--- config.mk ---
export PLATFORM = sky130hd
export DESIGN_NAME = branch_pc_select_flat
export DESIGN_NICKNAME = d
export VERILOG_FILES = /design/src/rtl/branch_pc_select_if.sv /design/src/rtl/branch_pc_select.sv /design/src/flat_wrapper.sv
export SDC_FILE = /design/constraint.sdc
export NUM_CORES = 1
export LEC_CHECK = 0
export ABC_AREA = 0
export CAP_MARGIN = 20
export CORE_AREA = 2 2 138 153
export DETAILED_ROUTE_END_ITERATION = 10
export DIE_AREA = 0 0 140 155
export HOLD_SLACK_MARGIN = 0.12
export PLACE_DENSITY_LB_ADDON = 0.15
export REMOVE_ABC_BUFFERS = 1
export SLEW_MARGIN = 30
export SYNTH_ARGS = -nofsm -noshare
export SYNTH_HDL_FRONTEND = slang
export SYNTH_SLANG_ARGS = --single-unit
--- constraint.sdc ---
create_clock -name Clk -period 3.2 [get_ports Clk]
set_input_delay 0.32 -clock Clk [delete_from_list [all_inputs] [get_ports Clk]]
set_output_delay 0.32 -clock Clk [all_outputs]
set_load 0.02 [all_outputs]
--- src/rtl/branch_pc_select_if.sv ---
// Bundle between the EX-stage resolver, the IF-stage fetch mux and the stats bench.
// The pipeline side is the master; branch_pc_select is the slave.
interface branch_pc_select_if #(
   parameter int PC_W  = 32,
   parameter int CNT_W = 16
);
   logic             stall;
   logic [PC_W-1:0]  fetch_pc;
   logic             predict_taken;
   logic             ex_valid;
   logic [1:0]       ex_control;
   logic             ex_taken;
   logic             ex_pred_taken;
   logic [PC_W-1:0]  ex_pc;
   logic [PC_W-1:0]  ex_target;
   logic [1:0]       pc_sel;
   logic             redirect_valid;
   logic [PC_W-1:0]  redirect_pc;
   logic             flush;
   logic [CNT_W-1:0] branch_cnt;
   logic [CNT_W-1:0] mispredict_cnt;

   // Handshake: an EX instruction is consumed on every rising edge where
   // ex_valid=1 and stall=0; there is no ready back-pressure, stall is the
   // only throttle and upstream holds the EX fields while it is high.
   modport master (
      output stall, fetch_pc, ex_valid, ex_control, ex_taken, ex_pred_taken,
             ex_pc, ex_target,
      input  predict_taken, pc_sel, redirect_valid, redirect_pc, flush,
             branch_cnt, mispredict_cnt
   );

   modport slave (
      input  stall, fetch_pc, ex_valid, ex_control, ex_taken, ex_pred_taken,
             ex_pc, ex_target,
      output predict_taken, pc_sel, redirect_valid, redirect_pc, flush,
             branch_cnt, mispredict_cnt
   );
endinterface

--- src/rtl/branch_pc_select.sv ---
// EX-stage branch/jump resolution with registered redirect to fetch, plus a
// direct-mapped table of 2-bit saturating counters predicting at fetch.
module branch_pc_select #(
   parameter int PC_W  = 32,
   parameter int IDX_W = 6,
   parameter int CNT_W = 16
) (
   input logic              Clk,
   input logic              Rst_n,
   branch_pc_select_if.slave bus
);
   localparam int DEPTH = 1 << IDX_W;

   logic [1:0]       bht [DEPTH];
   logic [IDX_W-1:0] fetch_idx;
   logic [IDX_W-1:0] ex_idx;
   logic [1:0]       bht_entry;
   logic [1:0]       bht_entry_next;

   logic             resolve;
   logic             is_branch;
   logic             is_jump;
   logic             mispredict;
   logic [PC_W-1:0]  seq_pc;

   logic [1:0]       pc_sel_q;
   logic [1:0]       pc_sel_d;
   logic             redirect_q;
   logic             flush_q;
   logic             redirect_d;
   logic [PC_W-1:0]  redirect_pc_q;
   logic [PC_W-1:0]  redirect_pc_d;
   logic [CNT_W-1:0] branch_cnt_q;
   logic [CNT_W-1:0] mispredict_cnt_q;

   // Only the index bits of each PC feed the table; the rest are don't-care.
   logic unused_pc_bits;
   assign unused_pc_bits = ^{bus.fetch_pc, bus.ex_pc};

   assign fetch_idx = bus.fetch_pc[IDX_W+1:2];
   assign ex_idx    = bus.ex_pc[IDX_W+1:2];

   // Read is from the current array, so a same-cycle update is seen next cycle.
   assign bus.predict_taken = bht[fetch_idx][1];

   assign resolve    = bus.ex_valid & ~bus.stall;
   assign is_branch  = resolve & (bus.ex_control == 2'd1);
   assign is_jump    = resolve & bus.ex_control[1];
   assign mispredict = is_branch & (bus.ex_taken != bus.ex_pred_taken);
   assign seq_pc     = bus.ex_pc + PC_W'(4);

   assign bht_entry = bht[ex_idx];

   always_comb begin
      bht_entry_next = bht_entry;
      if (bus.ex_taken) begin
         if (bht_entry != 2'd3) bht_entry_next = bht_entry + 2'd1;
      end else begin
         if (bht_entry != 2'd0) bht_entry_next = bht_entry - 2'd1;
      end
   end

   always_ff @(posedge Clk or negedge Rst_n) begin
      if (!Rst_n) begin
         for (int i = 0; i < DEPTH; i++) bht[i] <= 2'b01;
      end else if (is_branch) begin
         bht[ex_idx] <= bht_entry_next;
      end
   end

   // Comparator-low on a branch forces the sequential source (legacy rule).
   always_comb begin
      pc_sel_d      = pc_sel_q;
      redirect_d    = 1'b0;
      redirect_pc_d = redirect_pc_q;
      if (resolve) begin
         if (bus.ex_control == 2'd1 && !bus.ex_taken) pc_sel_d = 2'd0;
         else                                          pc_sel_d = bus.ex_control;
      end
      if (mispredict) begin
         redirect_d    = 1'b1;
         redirect_pc_d = bus.ex_taken ? bus.ex_target : seq_pc;
      end else if (is_jump) begin
         redirect_d    = 1'b1;
         redirect_pc_d = bus.ex_target;
      end
   end

   always_ff @(posedge Clk or negedge Rst_n) begin
      if (!Rst_n) begin
         pc_sel_q      <= 2'd0;
         redirect_q    <= 1'b0;
         flush_q       <= 1'b0;
         redirect_pc_q <= '0;
      end else begin
         pc_sel_q      <= pc_sel_d;
         redirect_q    <= redirect_d;
         flush_q       <= redirect_d;
         redirect_pc_q <= redirect_pc_d;
      end
   end

   // Statistics stick at all-ones rather than wrapping.
   always_ff @(posedge Clk or negedge Rst_n) begin
      if (!Rst_n) begin
         branch_cnt_q     <= '0;
         mispredict_cnt_q <= '0;
      end else begin
         if (is_branch && branch_cnt_q != '1)
            branch_cnt_q <= branch_cnt_q + CNT_W'(1);
         if (mispredict && mispredict_cnt_q != '1)
            mispredict_cnt_q <= mispredict_cnt_q + CNT_W'(1);
      end
   end

   assign bus.pc_sel         = pc_sel_q;
   assign bus.redirect_valid = redirect_q;
   assign bus.redirect_pc    = redirect_pc_q;
   assign bus.flush          = flush_q;
   assign bus.branch_cnt     = branch_cnt_q;
   assign bus.mispredict_cnt = mispredict_cnt_q;
endmodule

--- src/flat_wrapper.sv ---
// flat-port wrapper written by rule: the top's interface ports become plain ports
module branch_pc_select_flat 
#(
   parameter int PC_W  = 32,
   parameter int IDX_W = 6,
   parameter int CNT_W = 16
)
  (Clk, Rst_n, bus_stall, bus_fetch_pc, bus_ex_valid, bus_ex_control, bus_ex_taken, bus_ex_pred_taken, bus_ex_pc, bus_ex_target, bus_predict_taken, bus_pc_sel, bus_redirect_valid, bus_redirect_pc, bus_flush, bus_branch_cnt, bus_mispredict_cnt);
  branch_pc_select_if #(.PC_W(PC_W), .CNT_W(CNT_W)) bus_i ();
  input logic Clk;
  input logic Rst_n;
  input wire logic [$bits(bus_i.stall)-1:0] bus_stall;
  input wire logic [$bits(bus_i.fetch_pc)-1:0] bus_fetch_pc;
  input wire logic [$bits(bus_i.ex_valid)-1:0] bus_ex_valid;
  input wire logic [$bits(bus_i.ex_control)-1:0] bus_ex_control;
  input wire logic [$bits(bus_i.ex_taken)-1:0] bus_ex_taken;
  input wire logic [$bits(bus_i.ex_pred_taken)-1:0] bus_ex_pred_taken;
  input wire logic [$bits(bus_i.ex_pc)-1:0] bus_ex_pc;
  input wire logic [$bits(bus_i.ex_target)-1:0] bus_ex_target;
  output wire logic [$bits(bus_i.predict_taken)-1:0] bus_predict_taken;
  output wire logic [$bits(bus_i.pc_sel)-1:0] bus_pc_sel;
  output wire logic [$bits(bus_i.redirect_valid)-1:0] bus_redirect_valid;
  output wire logic [$bits(bus_i.redirect_pc)-1:0] bus_redirect_pc;
  output wire logic [$bits(bus_i.flush)-1:0] bus_flush;
  output wire logic [$bits(bus_i.branch_cnt)-1:0] bus_branch_cnt;
  output wire logic [$bits(bus_i.mispredict_cnt)-1:0] bus_mispredict_cnt;
  assign bus_i.stall = bus_stall;
  assign bus_i.fetch_pc = bus_fetch_pc;
  assign bus_i.ex_valid = bus_ex_valid;
  assign bus_i.ex_control = bus_ex_control;
  assign bus_i.ex_taken = bus_ex_taken;
  assign bus_i.ex_pred_taken = bus_ex_pred_taken;
  assign bus_i.ex_pc = bus_ex_pc;
  assign bus_i.ex_target = bus_ex_target;
  assign bus_predict_taken = bus_i.predict_taken;
  assign bus_pc_sel = bus_i.pc_sel;
  assign bus_redirect_valid = bus_i.redirect_valid;
  assign bus_redirect_pc = bus_i.redirect_pc;
  assign bus_flush = bus_i.flush;
  assign bus_branch_cnt = bus_i.branch_cnt;
  assign bus_mispredict_cnt = bus_i.mispredict_cnt;
  branch_pc_select #(.PC_W(PC_W), .IDX_W(IDX_W), .CNT_W(CNT_W)) u_core (.Clk(Clk), .Rst_n(Rst_n), .bus(bus_i));
endmodule
==> impl_metrics.ini <==
[timing]
final_cycle_utilization_of_the_critical_path_pct = 96.3
max-slew-margin-rel_pct = 43.9
report.final.slew_viol_count = 0
final-setup-viol-count = 0
worst_slew_pin_slew_ns = 0.835
maxClockFrequency_mhz = 324
final.setup.worst_slack_ns = 0.118
finalHoldViolations = 0
fin_skew_ns = 0.0138
setup_repair_after_global_routing_missed_its_margin = no
post-route-min-period_ns = 3.08

[global_routing]
track_usage_pct = 27.9
vias_in_the_first_global_route = 9153
grt.overflow.total = 0
antenna_found_initial = 0
grt_pass1_wl_um = 48500
grt_max_degree = 78

[routing]
drcViolationCount = 15
ant_nets = 0
drt_iter0_markers = 928
met2_wirelength_um = 14300
wl_um = 29500
vias = 9318
dr.pass1.iters = 11
avgViaCountPerCell = 5.98
routedLengthMet1_um = 12700
routedWlPerCell_um = 19.0
maxUsedRoutingLayer = met4
routed-wl-met3_um = 1730

[floorplan]
die-area_sq_um = 21700
io_pins = 173
die_w_um = 140
floorplan.initialDensity_pct = 52.9
floorplan.die.height_um = 155
num_rows = 55
placeableCoreArea_sq_um = 20300

[logic_synthesis]
synth_top_family_by_area = simple AND/OR/NAND/NOR gates
yosysUniqueCellTypes = 59
synthAdderAreaFrac_pct = 0.349
yosys.area_share.simple_pct = 19.7
synth_warnings = 0
synth.ff_latch_count = 195
synth_compound_gate_area_share_pct = 15.2
synthCells = 1137
async_reset_ff_share_pct = 100
synth_sequential_area_ratio_pct = 46.1
avgSynthCellArea_sq_um = 9.45
top_ff_cell_synth = dfrtp_1
synthXorXnorAreaFrac_pct = 4.64
netlist_area_sq_um = 10700
yosys-mux-area-fraction_pct = 9.77
synth-edff-count = 0

[run_status]
run_status = finished, violations left
failing_checks = DRC

[power_and_ir_drop]
power_leakage_nw = 5.27
power_density_nw_per_um2 = 450
power.total_mw = 6.04
vdd_ir_drop_max_uv = 380

[placed_design]
port_buffers = 146
dpl_worst_slack_ns = -0.203
gp_congestion = 0.861
detailedPlacementHpwl_um = 20100

[clocking]
clock_tree_from_tritoncts = yes
cts.path.max_buffers = 2
cts_made_buffers = 17
worstSkewPairLatency_ns = 0.44
htree_levels = 4
cts-root-buf = clkbuf_16
clkTransAtPathRegs_ns = 0.07
tritoncts_num_sinks = 195

[hold_path]
hold_class = primary input to async pin

[cells_and_area]
drive_gt1_share_pct = 17.6
area_delta_synth_final_pct = 24.8
top_library_cells_by_usage_in_the_layout_fill_and_taps_aside = nand2_1, nor2_1, clkdlybuf4s50_1, dfrtp_1, a31oi_1
final_common_cell = nand2_1
antenna_cells = 0
number_of_nets_in_the_layout = 1395
fillers = 1656

[run]
drv_cap = 0

[setup_path]
timing.critical_path.slowest_stage_cell = mux4_2
worst-endpoint-required_ns = 2.88
cp_slowest_stage_delay_ns = 0.51
crit_path_start_kind = primary input
setup.worst_path.class = primary input to output pin
cp_data_arrival_time_ns = 2.76
reg2reg_from = u_core.bht[65]
cp_common_cell = mux4_2
timing.critical_path.from = bus_fetch_pc[2]
crit_fanout = 8
crit_path_cell_trace = dlygate4sd2_1, bufbuf_16, mux4_2, mux4_2, mux4_2, dlygate4sd2_1
cp-end-kind = output pin
critical path, delay by kind of cell:
kind / cells / cell delay, ns
buffers and inverters: 3 / 0.96
multiplexers: 3 / 1.49
power by group:
group	switching [mW]	internal [mW]
combinational	0.597	0.541
sequential	0.135	2.66
clock	1.00	1.11
cell type report:
cell class / instances / area [sq um] / share of cell area (%)
clock buffers: 19 / 443 / 3.30
inverters: 7 / 26.3 / 0.196
well taps: 256 / 320 / 2.39
clock inverters: 13 / 125 / 0.932
multi-input cells: 848 / 5370 / 40.0
repair buffers: 219 / 2170 / 16.2
flip-flops and latches: 195 / 4960 / 37.0
stage by stage:
step	instances	hold WS (ns)	cell area [sq um]	utilization [%]	setup TNS, ns
2_1_floorplan	1050	0.0244	10300	-	-68.18
3_3_place_gp	1523	0.394	12800	63.1	-0.198
3_5_place_dp	1523	0.404	12800	63.1	-0.203
4_1_cts	1557	0.442	13400	66.1	0
5_1_grt	1557	0.467	13400	66.1	0
6_report	1557	0.455	13400	66.1	0
cells in the mapped netlist, drive strengths merged (5+ instances only):
cell	n	share of area, %
mux2i	16	1.5
xor2	20	1.6
nand3b	6	0.42
a21oi	32	1.5
o41ai	14	1.1
nand4	19	1.1
clkbuf	49	1.7
buf	38	2.3
dfrtp	131	30
mux4	35	7.3
nor2	170	5.9
a31oi	72	4.2
and3	18	1.0
nand3	34	1.6
inv	7	0.24
o21ai	53	2.5
o31ai	52	3.8
dfstp	64	16
nor4	6	0.47
a221oi	6	0.49
xnor2	37	3.0
mux2	9	0.94
nand2	182	6.4
or3	5	0.29
nor3	9	0.42
and4	6	0.49
what timing repair did:
item                                    in CTS  in global routing
endpoints found under the setup margin       1                  0
setup buffers                                0                  0
hold buffers                                 1                  0
gates resized for setup                      2                  0
hold endpoints to repair                    49                  0
kinds of logic (layout without fill, tap and decap cells):
| kind of cell | Yosys count | in the layout |
|---|---|---|
| multiplexers | 60 | 60 |
| buffers and inverters | 94 | 258 |
| adder cells (fa/ha/maj) | 3 | 3 |
| AO/OA/AOI/OAI | 251 | 251 |
| AND/OR/NAND/NOR | 477 | 477 |
| XOR/XNOR | 57 | 57 |
| flip-flops | 195 | 195 |
registers in the layout, indices dropped and copies added (netlist names):
signal                     cells
u_core.bht                   128
u_core.bus.redirect_valid      1
u_core.bus.branch_cnt         16
u_core.bus.redirect_pc        32
u_core.bus.pc_sel              2
u_core.bus.mispredict_cnt     16
final timing paths:
kind,to,slack [ns],cells after the start
worst max-delay path,bus_predict_taken,0.12,6
min in group Clk,u_core.bus.redirect_pc[0],0.46,3
worst min register to register,u_core.bht[80],0.47,2
max in group asynchronous,u_core.bus.redirect_pc[31],1.82,3
worst max register to register,u_core.bht[99],0.48,9
worst min-delay path,u_core.bus.mispredict_cnt[3],0.46,2
per-layer routing:
layer	global-route usage, %	vias to the layer above
li1	-	4403
met3	4.83	47
met4	9.04	0
met1	37.4	4510
met5	0	-
met2	46.6	358
Note: power is estimated with default switching activity, not from simulation.
